`config.mk`:
```
export PLATFORM = sky130hd
export DESIGN_NAME = result_formatter
export DESIGN_NICKNAME = d
export VERILOG_FILES = /design/src/rtl/result_formatter.sv
export SDC_FILE = /design/constraint.sdc
export NUM_CORES = 1
export LEC_CHECK = 0
export ABC_AREA = 1
export CORE_ASPECT_RATIO = 1.75
export CORE_MARGIN = 3
export CORE_UTILIZATION = 49
export CTS_CLUSTER_SIZE = 16
export DETAILED_ROUTE_END_ITERATION = 12
export PLACE_DENSITY_LB_ADDON = 0.1
export SYNTH_ARGS = -nofsm -noshare
export SYNTH_HDL_FRONTEND = slang
export SYNTH_SLANG_ARGS = --single-unit
```
`constraint.sdc`:
```
create_clock -name clk -period 4.2 [get_ports clk]
set_input_delay 1.05 -clock clk [delete_from_list [all_inputs] [get_ports clk]]
set_output_delay 1.05 -clock clk [all_outputs]
set_load 0.005 [all_outputs]
```
`src/rtl/result_formatter.sv`:
```
// result_formatter
//   Turns a finished division (quotient, raw partial remainder, divisor)
//   into an ASCII line for a UART transmitter. The line has the form
//   "<quotient> R=<remainder>\r\n", or "ERR\r\n" when the divisor is zero.
//
// Ports
//   clk, rst      : single clock; synchronous active-high reset
//   divider_done  : completion strobe; its rising edge starts a message (IDLE only)
//   Q_product     : unsigned 16-bit quotient
//   R_product     : 17-bit two's-complement partial remainder (bit 16 = sign)
//   divisor       : divisor used for the division
//   tx_data       : byte offered to the transmitter (0x00 when not sending)
//   tx_valid      : tx_data holds a byte
//   tx_ready      : transmitter accepts tx_data this cycle
//   busy          : high in every state except IDLE
//   fmt_done      : one-cycle pulse after the last byte is accepted
//   dbg_state_o   : current FSM state encoding
//
// Handshake: a byte transfers on every rising edge where tx_valid and
// tx_ready are both 1. While tx_valid=1 and tx_ready=0 the offered byte is
// held unchanged; tx_valid never drops until that byte has transferred.
module result_formatter (
  input  logic        clk,
  input  logic        rst,
  input  logic        divider_done,
  input  logic [15:0] Q_product,
  input  logic [16:0] R_product,
  input  logic [15:0] divisor,
  output logic [7:0]  tx_data,
  output logic        tx_valid,
  input  logic        tx_ready,
  output logic        busy,
  output logic        fmt_done,
  output logic [2:0]  dbg_state_o
);

  typedef enum logic [2:0] {
    S_IDLE   = 3'd0,
    S_LOAD   = 3'd1,
    S_CONV_Q = 3'd2,
    S_CONV_R = 3'd3,
    S_SEND   = 3'd4,
    S_DONE   = 3'd5
  } state_t;

  state_t      state_q, state_d;
  logic        done_q;
  // Cleared by reset and set once divider_done is seen low, so a strobe
  // held high across reset cannot start a message.
  logic        arm_q;
  logic [15:0] val_q, val_d;      // value being converted
  logic [15:0] rem_q, rem_d;      // corrected remainder, waits for CONV_R
  logic [3:0]  digit_q, digit_d;  // digit count for the current weight
  logic [1:0]  widx_q, widx_d;    // 0:10000 1:1000 2:100 3:10
  logic        lead_q, lead_d;    // a non-zero digit has been emitted
  logic [3:0]  len_q, len_d;      // bytes written to the message buffer
  logic [3:0]  rd_q, rd_d;        // read index while sending
  logic [7:0]  msg_q [16];
  logic [7:0]  msg_d [16];

  logic        start;
  logic [15:0] rem_corr;
  logic [15:0] weight;
  logic        emit;
  logic [3:0]  ptr, ptr1, ptr2, ptr3;

  assign start = divider_done && !done_q && arm_q;

  // Negative partial remainder gets the divisor added back (mod 2^16).
  assign rem_corr = R_product[16] ? (R_product[15:0] + divisor) : R_product[15:0];

  always_comb begin
    weight = 16'd10;
    case (widx_q)
      2'd0:    weight = 16'd10000;
      2'd1:    weight = 16'd1000;
      2'd2:    weight = 16'd100;
      default: weight = 16'd10;
    endcase
  end

  // When a weight finishes, its digit is written unless it is a leading zero.
  // ptr is where the following byte (units digit) lands after that write.
  assign emit = (digit_q != 4'd0) || lead_q;
  assign ptr  = len_q + {3'b000, emit};
  assign ptr1 = ptr + 4'd1;
  assign ptr2 = ptr + 4'd2;
  assign ptr3 = ptr + 4'd3;

  always_comb begin
    state_d = state_q;
    val_d   = val_q;
    rem_d   = rem_q;
    digit_d = digit_q;
    widx_d  = widx_q;
    lead_d  = lead_q;
    len_d   = len_q;
    rd_d    = rd_q;
    msg_d   = msg_q;

    tx_valid = 1'b0;
    tx_data  = 8'h00;
    busy     = (state_q != S_IDLE);
    fmt_done = 1'b0;

    case (state_q)
      S_IDLE: begin
        if (start) state_d = S_LOAD;
      end

      S_LOAD: begin
        val_d   = Q_product;
        rem_d   = rem_corr;
        digit_d = 4'd0;
        widx_d  = 2'd0;
        lead_d  = 1'b0;
        rd_d    = 4'd0;
        if (divisor == 16'd0) begin
          msg_d[0] = 8'h45;
          msg_d[1] = 8'h52;
          msg_d[2] = 8'h52;
          msg_d[3] = 8'h0D;
          msg_d[4] = 8'h0A;
          len_d    = 4'd5;
          state_d  = S_SEND;
        end else begin
          len_d   = 4'd0;
          state_d = S_CONV_Q;
        end
      end

      S_CONV_Q, S_CONV_R: begin
        if (val_q >= weight) begin
          val_d   = val_q - weight;
          digit_d = digit_q + 4'd1;
        end else begin
          if (emit) begin
            msg_d[len_q] = 8'h30 | {4'h0, digit_q};
            lead_d       = 1'b1;
          end
          len_d   = ptr;
          digit_d = 4'd0;
          if (widx_q == 2'd3) begin
            // Residual is the units digit, always emitted.
            msg_d[ptr] = 8'h30 | {4'h0, val_q[3:0]};
            if (state_q == S_CONV_Q) begin
              msg_d[ptr1] = 8'h20;
              msg_d[ptr2] = 8'h52;
              msg_d[ptr3] = 8'h3D;
              len_d       = ptr + 4'd4;
              val_d       = rem_q;
              widx_d      = 2'd0;
              lead_d      = 1'b0;
              state_d     = S_CONV_R;
            end else begin
              msg_d[ptr1] = 8'h0D;
              msg_d[ptr2] = 8'h0A;
              len_d       = ptr3;
              rd_d        = 4'd0;
              state_d     = S_SEND;
            end
          end else begin
            widx_d = widx_q + 2'd1;
          end
        end
      end

      S_SEND: begin
        tx_valid = 1'b1;
        tx_data  = msg_q[rd_q];
        if (tx_ready) begin
          rd_d = rd_q + 4'd1;
          if (rd_q == len_q - 4'd1) state_d = S_DONE;
        end
      end

      S_DONE: begin
        fmt_done = 1'b1;
        state_d  = S_IDLE;
      end

      default: state_d = S_IDLE;
    endcase
  end

  always_ff @(posedge clk) begin
    if (rst) begin
      state_q <= S_IDLE;
      done_q  <= 1'b0;
      arm_q   <= 1'b0;
      val_q   <= 16'd0;
      rem_q   <= 16'd0;
      digit_q <= 4'd0;
      widx_q  <= 2'd0;
      lead_q  <= 1'b0;
      len_q   <= 4'd0;
      rd_q    <= 4'd0;
      for (int i = 0; i < 16; i++) msg_q[i] <= 8'h00;
    end else begin
      state_q <= state_d;
      done_q  <= divider_done;
      if (!divider_done) arm_q <= 1'b1;
      val_q   <= val_d;
      rem_q   <= rem_d;
      digit_q <= digit_d;
      widx_q  <= widx_d;
      lead_q  <= lead_d;
      len_q   <= len_d;
      rd_q    <= rd_d;
      msg_q   <= msg_d;
    end
  end

  assign dbg_state_o = state_q;

endmodule

```
==> qor.csv, run 1 <==
stage,metric,value,unit
setup_path,worstSetupPathType,reg2out,
synth,yosysSeqAreaShare,0.227,
clocking,cts_inserted_buffers,17,
floorplan,dieArea,0.0346,mm2
setup_path,path_cells,clkinv_1 > buf_12 > a21oi_1 > o21ai_0 > nand3_1 > nand3_1 > a21oi_1 > clkdlybuf4s50_1,
timing,setup_viol,0,
synth,synthCells,2761,
synth,synth.distinct_cells,51,
final_layout,final_cell_mix,"726 x nand2_1, 327 x o21ai_0, 302 x nor2_1, 291 x a21oi_1, 225 x nand3_1",
timing,hold_violations,0,
setup_path,endpoint,tx_data[1],
clocking,hold_buffers,0,
setup_path,crit_family,buffers and inverters,
drt,firstDrtPassIters,6,
final_layout,num_antenna_cells,0,
pwr,irDropWorstVdd,0.452,mV
timing,finalCriticalPeriod,4.15,ns
floorplan,dieWidth,142,um
drt,drtIter0Drc,1892,
synth,avgSynthCellArea,5.74,um2
drt,num_vias,19400,
clocking,clockRootBuffer,clkbuf_16,
clocking,insertion_delay,0.48,ns
timing,tightest_slew,1.14,ns
final_layout,drive_gt1_frac,0.0576,
synth,synth_top_area_cell,dfxtp_1,
floorplan,start_util,0.499,
clocking,cts_tree,done,
synth,synth_ff_type,dfxtp_1,
min_path,whs_path_depth,2,
min_path,min_path_type,reg2reg,
drt,via_per_inst,6.15,
timing,maxSlewHeadroom,0.241,
setup_path,rr_worst_depth,18,
setup_path,worstSetupEndpointType,output port,
clocking,htree_levels,4,
synth,syn-num-nets,2870,
run,maxCapViolations,0,
placement,gp_congestion,1.09,
global_route,grt_pass1_vias,18600,
placement,pre_cts_ws,0.570,ns
synth,synth_top_cell_area_share,0.227,
placement,numPlacedInstances,3123,
timing,finalWorstSetupSlack,0.0521,ns
floorplan,die_h,244,um
setup_path,cp.required,3.15,ns
floorplan,num_rows,86,
timing,rsz0062_at_grt,no,
global_route,grt_antenna_before_repair,0,
setup_path,path_max_fanout,52,
setup_path,cp.depth,8,
clocking,clock_path_buffers,2,
final_layout,fillers,3427,
timing,max_freq,0.241,GHz
pwr,p_leak,7.84,nW
synth,synth_seq_cells,180,
setup_path,path_buf_inv,3,
timing,fin_worst_skew,0.0114,ns
placement,io_buffer_count,66,
clocking,cts.clk_slew.worst_paths,0.08,ns
synth,yosys_warnings,0,
timing,tns,0,ns
pwr,powerDensity,687,mW/mm2
setup_path,crit_path_start,rd_q[0],
synth,syn-cell-area,0.0159,mm2
global_route,track_usage,0.392,
timing,finalCritPeriodShare,0.988,
setup_path,critPathMaxStageDelay,0.63,ns
final_layout,mostFrequentLayoutCell,nand2_1,
drt,route.detailed.drc,0,
drt,wl_per_cell,22.1,um
setup_path,rrSetupSlack,0.50,ns
floorplan,coreArea,0.0317,mm2
timing,maxSlewViolCount,0,
drt,routed_wl,69.6,mm
floorplan,ios,67,
clocking,clock_sinks,180,
setup_path,slowest_stage,dfxtp_2,
setup_path,timing.rr.start,digit_q[0],
synth,synth-edff-count,0,
final_layout,final_cells,3155,
placement,place_hpwl,49.9,mm
outcome,status,"complete, no violations",
global_route,grt_overflow,0,
clocking,postCtsSetupBuffers,0,
synth,async_flop_share,0,
placement,place_area,0.0168,mm2
final_layout,fin_area,0.0174,mm2
global_route,grt_pass1_wl,105,mm
setup_path,crit_arrival,3.10,ns
final_layout,syn_to_final_growth,9.55,%
final_layout,multi_input_area,0.0107,mm2
final_layout,register_area,0.00360,mm2
setup_path,start_kind,flop,
final_layout,nNetsFinal,2855,
synth,synth_area_leaders,"dfxtp_1 23%, nand2_1 17%, o21ai_0 10%",
setup_path,r2r_end,msg_q[50],
drt,ant_nets,0,
clocking,cts-resized-gates,0,
global_route,grt_max_degree,92,
-- Yosys cell counts (all sizes together), types with 3 or more instances --
cell type  number
nand3b          7
nor3           22
buf            53
a21oi         293
inv           247
xor2           21
o21ai         358
nand2         751
ha             54
dfxtp         180
nor2          315
o211ai         29
o221ai          6
clkbuf         91
a21o            5
nand3         231
o22ai           7
clkinv          3
nand4          29
o21a            3
a31oi          22
xnor2          11
o31ai           9
-- registers in the layout (all words and copies together), names as in the netlist --
signal and cells:
done_q 1, lead_q 1, dbg_state_o 3, len_q 4, digit_q 4, rd_q 4, rem_q 16, val_q 16
widx_q 2, msg_q 128, arm_q 1
-- per-stage QoR --
stage	hold WS, ns	util	power [W]
6_report	0.445	0.547	0.0119
5_1_grt	0.462	0.547	0.0127
4_1_cts	0.444	0.547	0.0117
3_5_place_dp	0.430	0.528	0.00998
3_3_place_gp	0.432	0.528	0.00992
2_1_floorplan	0.418	-	0.00759
-- per-layer routing --
metal / track usage / part of all wire / up-vias
met5: 0 / 0 / -
met4: 0.329 / 0.10 / 0
met3: 0.0622 / 0.078 / 374
met2: 0.667 / 0.48 / 1066
met1: 0.418 / 0.34 / 8825
li1: - / - / 9136
-- final cells by class --
class,instances,share of cell area
tap,396,0.0285
clock buffer,18,0.0253
sequential,180,0.208
clock inverter,14,0.00893
timing repair buffer,110,0.0604
multi-input combinational,2187,0.615
inverter,250,0.0547
-- cell families after synthesis --
group | share of synthesized area
flip-flops | 0.227
AO/OA/AOI/OAI | 0.247
XOR/XNOR | 0.0189
buffers and inverters | 0.101
AND/OR/NAND/NOR | 0.361
adder cells (fa/ha/maj) | 0.0451
-- worst min-delay path by stage --
| stage | from | endpoint |
|---|---|---|
| after floorplan | msg_q[15] | msg_q[15] |
| after CTS | msg_q[39] | msg_q[39] |
| after detailed placement | msg_q[31] | msg_q[31] |
| after global routing | msg_q[79] | msg_q[79] |
| after global placement | msg_q[31] | msg_q[31] |
| final | msg_q[47] | msg_q[47] |
-- power by group --
| group | switching, W | total [W] | internal, W | leakage [nW] |
|---|---|---|---|---|
| clock network | 0.000866 | 0.00173 | 0.000866 | 0.293 |
| registers | 0.000430 | 0.00254 | 0.00211 | 1.46 |
| logic | 0.00538 | 0.00766 | 0.00228 | 6.09 |
-- worst reg2reg max path, stage by stage, from the launching register on --
cell and delay (ns):
dfxtp_1 0.31, inv_1 0.07, ha_1 0.14, inv_1 0.04
nor2_1 0.19, nand2_2 0.09, ha_1 0.24, ha_1 0.39
inv_1 0.20, ha_1 0.32, inv_1 0.18, xor2_1 0.43
nor2_1 0.11, inv_1 0.17, nor2_1 0.11, a21oi_1 0.34
o211ai_1 0.14, nand2_1 0.08, inv_1 0.04
Power figures use the tool's default switching activity.
==> inputs of run 2 (changes only) <==
==> constraint.sdc (replaced) <==
create_clock -name clk -period 4.2 [get_ports clk]
set_input_delay 0.84 -clock clk [delete_from_list [all_inputs] [get_ports clk]]
set_output_delay 0.84 -clock clk [all_outputs]
set_load 0.005 [all_outputs]
==> qor.csv, run 2 (synthesis results as in run 1) <==
stage,metric,value,unit,change
floorplan,ios,67,,unchanged
setup_path,crit_family,compound AO/OA/AOI/OAI gates,,
global_route,grt_pass1_wl,100,mm,-4.5%
clocking,clock_sinks,180,,unchanged
final_layout,multi_input_area,0.0107,mm2,unchanged
clocking,cts_inserted_buffers,17,,unchanged
timing,fin_worst_skew,0.0100,ns,-0.00139 ns
placement,io_buffer_count,66,,unchanged
drt,drt-met1-wl,22.9,mm,-3.6%
setup_path,worstSetupPathType,reg2out,,
floorplan,dieArea,0.0346,mm2,unchanged
global_route,grt_pass1_vias,18300,,-1.6%
final_layout,register_area,0.00360,mm2,unchanged
setup_path,slowest_stage,clkdlybuf4s50_1,,
floorplan,die_h,244,um,unchanged
clocking,htree_levels,4,,unchanged
global_route,grt_antenna_before_repair,0,,unchanged
drt,drtIter0Drc,1849,,-2.3%
final_layout,drive_gt1_frac,0.0548,,-0.00278
clocking,cts_tree,done,,
clocking,hold_buffers,0,,unchanged
pwr,intPower,0.00518,W,-1.5%
timing,rsz0062_at_grt,no,,
run,maxCapViolations,0,,unchanged
setup_path,rr_worst_depth,21,,+3
final_layout,syn_to_final_growth,8.94,%,
setup_path,path_cells,buf_6 > o21ai_0 > o22ai_1 > o211ai_1 > a21oi_1 > clkdlybuf4s50_1,,
final_layout,fillers,3294,,-3.9%
timing,hold_ws,0.446,ns,+0.00124 ns
clocking,clockRootBuffer,clkbuf_16,,
final_layout,largestRegisters,"msg_q x128, rem_q x16, val_q x16",,
setup_path,rrSetupSlack,0.48,ns,-0.02 ns
final_layout,top_register,msg_q,,
setup_path,cp.depth,6,,-2
pwr,p_sw,0.00648,W,-2.8%
drt,met3WireLength,5.20,mm,-4.0%
drt,route.detailed.drc,0,,unchanged
drt,top_layer_used,met4,,
final_layout,final_cell_mix,"726 x nand2_1, 327 x o21ai_0, 302 x nor2_1, 291 x a21oi_1, 225 x nand3_1",,
min_path,min_to,msg_q[23],,
global_route,grt_overflow,0,,unchanged
final_layout,nNetsFinal,2850,,-0.18%
timing,setup_viol,0,,unchanged
pwr,irDropWorstVdd,0.416,mV,-8.0%
setup_path,r2r_end,msg_q[37],,
timing,hold_violations,0,,unchanged
min_path,whs_path_depth,2,,unchanged
setup_path,worstSetupEndpointType,output port,,
floorplan,dieWidth,142,um,unchanged
drt,routed_wl,65.9,mm,-5.3%
setup_path,critPathMaxStageDelay,0.56,ns,-0.07 ns
clocking,postCtsSetupBuffers,0,,unchanged
drt,via_per_inst,6.12,,-0.44%
global_route,track_usage,0.371,,-0.0212
clocking,insertion_delay,0.47,ns,about the same
timing,finalCriticalPeriod,3.96,ns,-0.184 ns
pwr,power_frac_seq,0.214,,about the same
global_route,grt_max_degree,117,,+27%
pwr,switching_share,0.556,,-0.00329
clocking,cts-resized-gates,0,,unchanged
drt,dr_wl_met2,31.5,mm,-5.9%
drt,firstDrtPassIters,6,,unchanged
timing,finalCritPeriodShare,0.944,,-0.0439
pwr,power,0.0117,W,-2.3%
clocking,clock_path_buffers,2,,unchanged
placement,gp_congestion,1.02,,-6.8%
final_layout,num_antenna_cells,0,,unchanged
timing,max_freq,0.252,GHz,+4.6%
outcome,status,"complete, no violations",,
final_layout,mostFrequentLayoutCell,nand2_1,,
timing,tightest_slew,1.16,ns,+0.0276 ns
pwr,powerDensity,675,mW/mm2,-1.7%
timing,tns,0,ns,unchanged
setup_path,path_buf_inv,2,,-1
setup_path,path_max_fanout,81,,+56%
floorplan,coreArea,0.0317,mm2,unchanged
pwr,p_leak,7.79,nW,-0.63%
pwr,combinationalPowerShare,0.649,,+0.007
pwr,clock_power_share,0.137,,-0.008
floorplan,start_util,0.499,,unchanged
timing,maxSlewHeadroom,0.223,,-0.0184
setup_path,timing.rr.start,digit_q[0],,
min_path,min_path_type,reg2reg,,
setup_path,crit_arrival,3.12,ns,+0.02 ns
final_layout,largest_reg_flops,128,,unchanged
placement,place_hpwl,46.7,mm,-6.3%
setup_path,cp.required,3.36,ns,+0.21 ns
floorplan,num_rows,86,,unchanged
drt,wl_per_cell,20.9,um,-5.1%
min_path,hp-start,msg_q[23],,
clocking,cts.clk_slew.worst_paths,0.07,ns,about the same
final_layout,final_util,0.544,,-0.00304
drt,ant_nets,0,,unchanged
setup_path,start_kind,flop,,
timing,maxSlewViolCount,0,,unchanged
drt,num_vias,19300,,-0.63%
-- run 2: worst min-delay path, stage by stage (launching register included) --
cell and delay (ns):
dfxtp_1 0.31, nand2_1 0.06, a21oi_1 0.03
-- run 2: power by group through the flow --
stage	registers (W)	logic (W)	clock network (W)
2_1_floorplan	0.00235	0.00524	0
3_3_place_gp	0.00250	0.00727	0
3_5_place_dp	0.00251	0.00733	0
4_1_cts	0.00247	0.00736	0.00161
5_1_grt	0.00253	0.00829	0.00167
6_report	0.00249	0.00757	0.00160
-- run 2: worst max path at each step --
stage	start	to	slack [ns]
2_1_floorplan	digit_q[0]	msg_q[73]	0.62
3_3_place_gp	digit_q[0]	msg_q[39]	0.62
3_5_place_dp	digit_q[0]	msg_q[37]	0.55
4_1_cts	rd_q[0]	tx_data[3]	0.26
5_1_grt	digit_q[1]	msg_q[37]	0.14
6_report	rd_q[0]	tx_data[3]	0.24
-- run 2: routing by layer --
layer / vias to the layer above / global-route usage
li1: 9106 / -
met1: 8796 / 0.394
met2: 1048 / 0.636
met3: 329 / 0.0601
met4: 0 / 0.302
met5: - / 0
-- run 2: layout make-up --
class | count | area share
Tap cell | 396 | 0.0287
Multi-Input combinational cell | 2187 | 0.618
Clock inverter | 10 | 0.00485
Inverter | 250 | 0.0550
Clock buffer | 21 | 0.0267
Sequential cell | 180 | 0.209
Timing Repair Buffer | 105 | 0.0580
-- run 2: through the flow --
stage | std cells | instance area [um2] | worst slack (ns)
floorplan | 2761 | 15900 | 0.622
global placement | 3118 | 16700 | 0.623
detailed placement | 3118 | 16700 | 0.554
CTS | 3149 | 17300 | 0.263
global route | 3149 | 17300 | 0.140
finish | 3149 | 17300 | 0.236
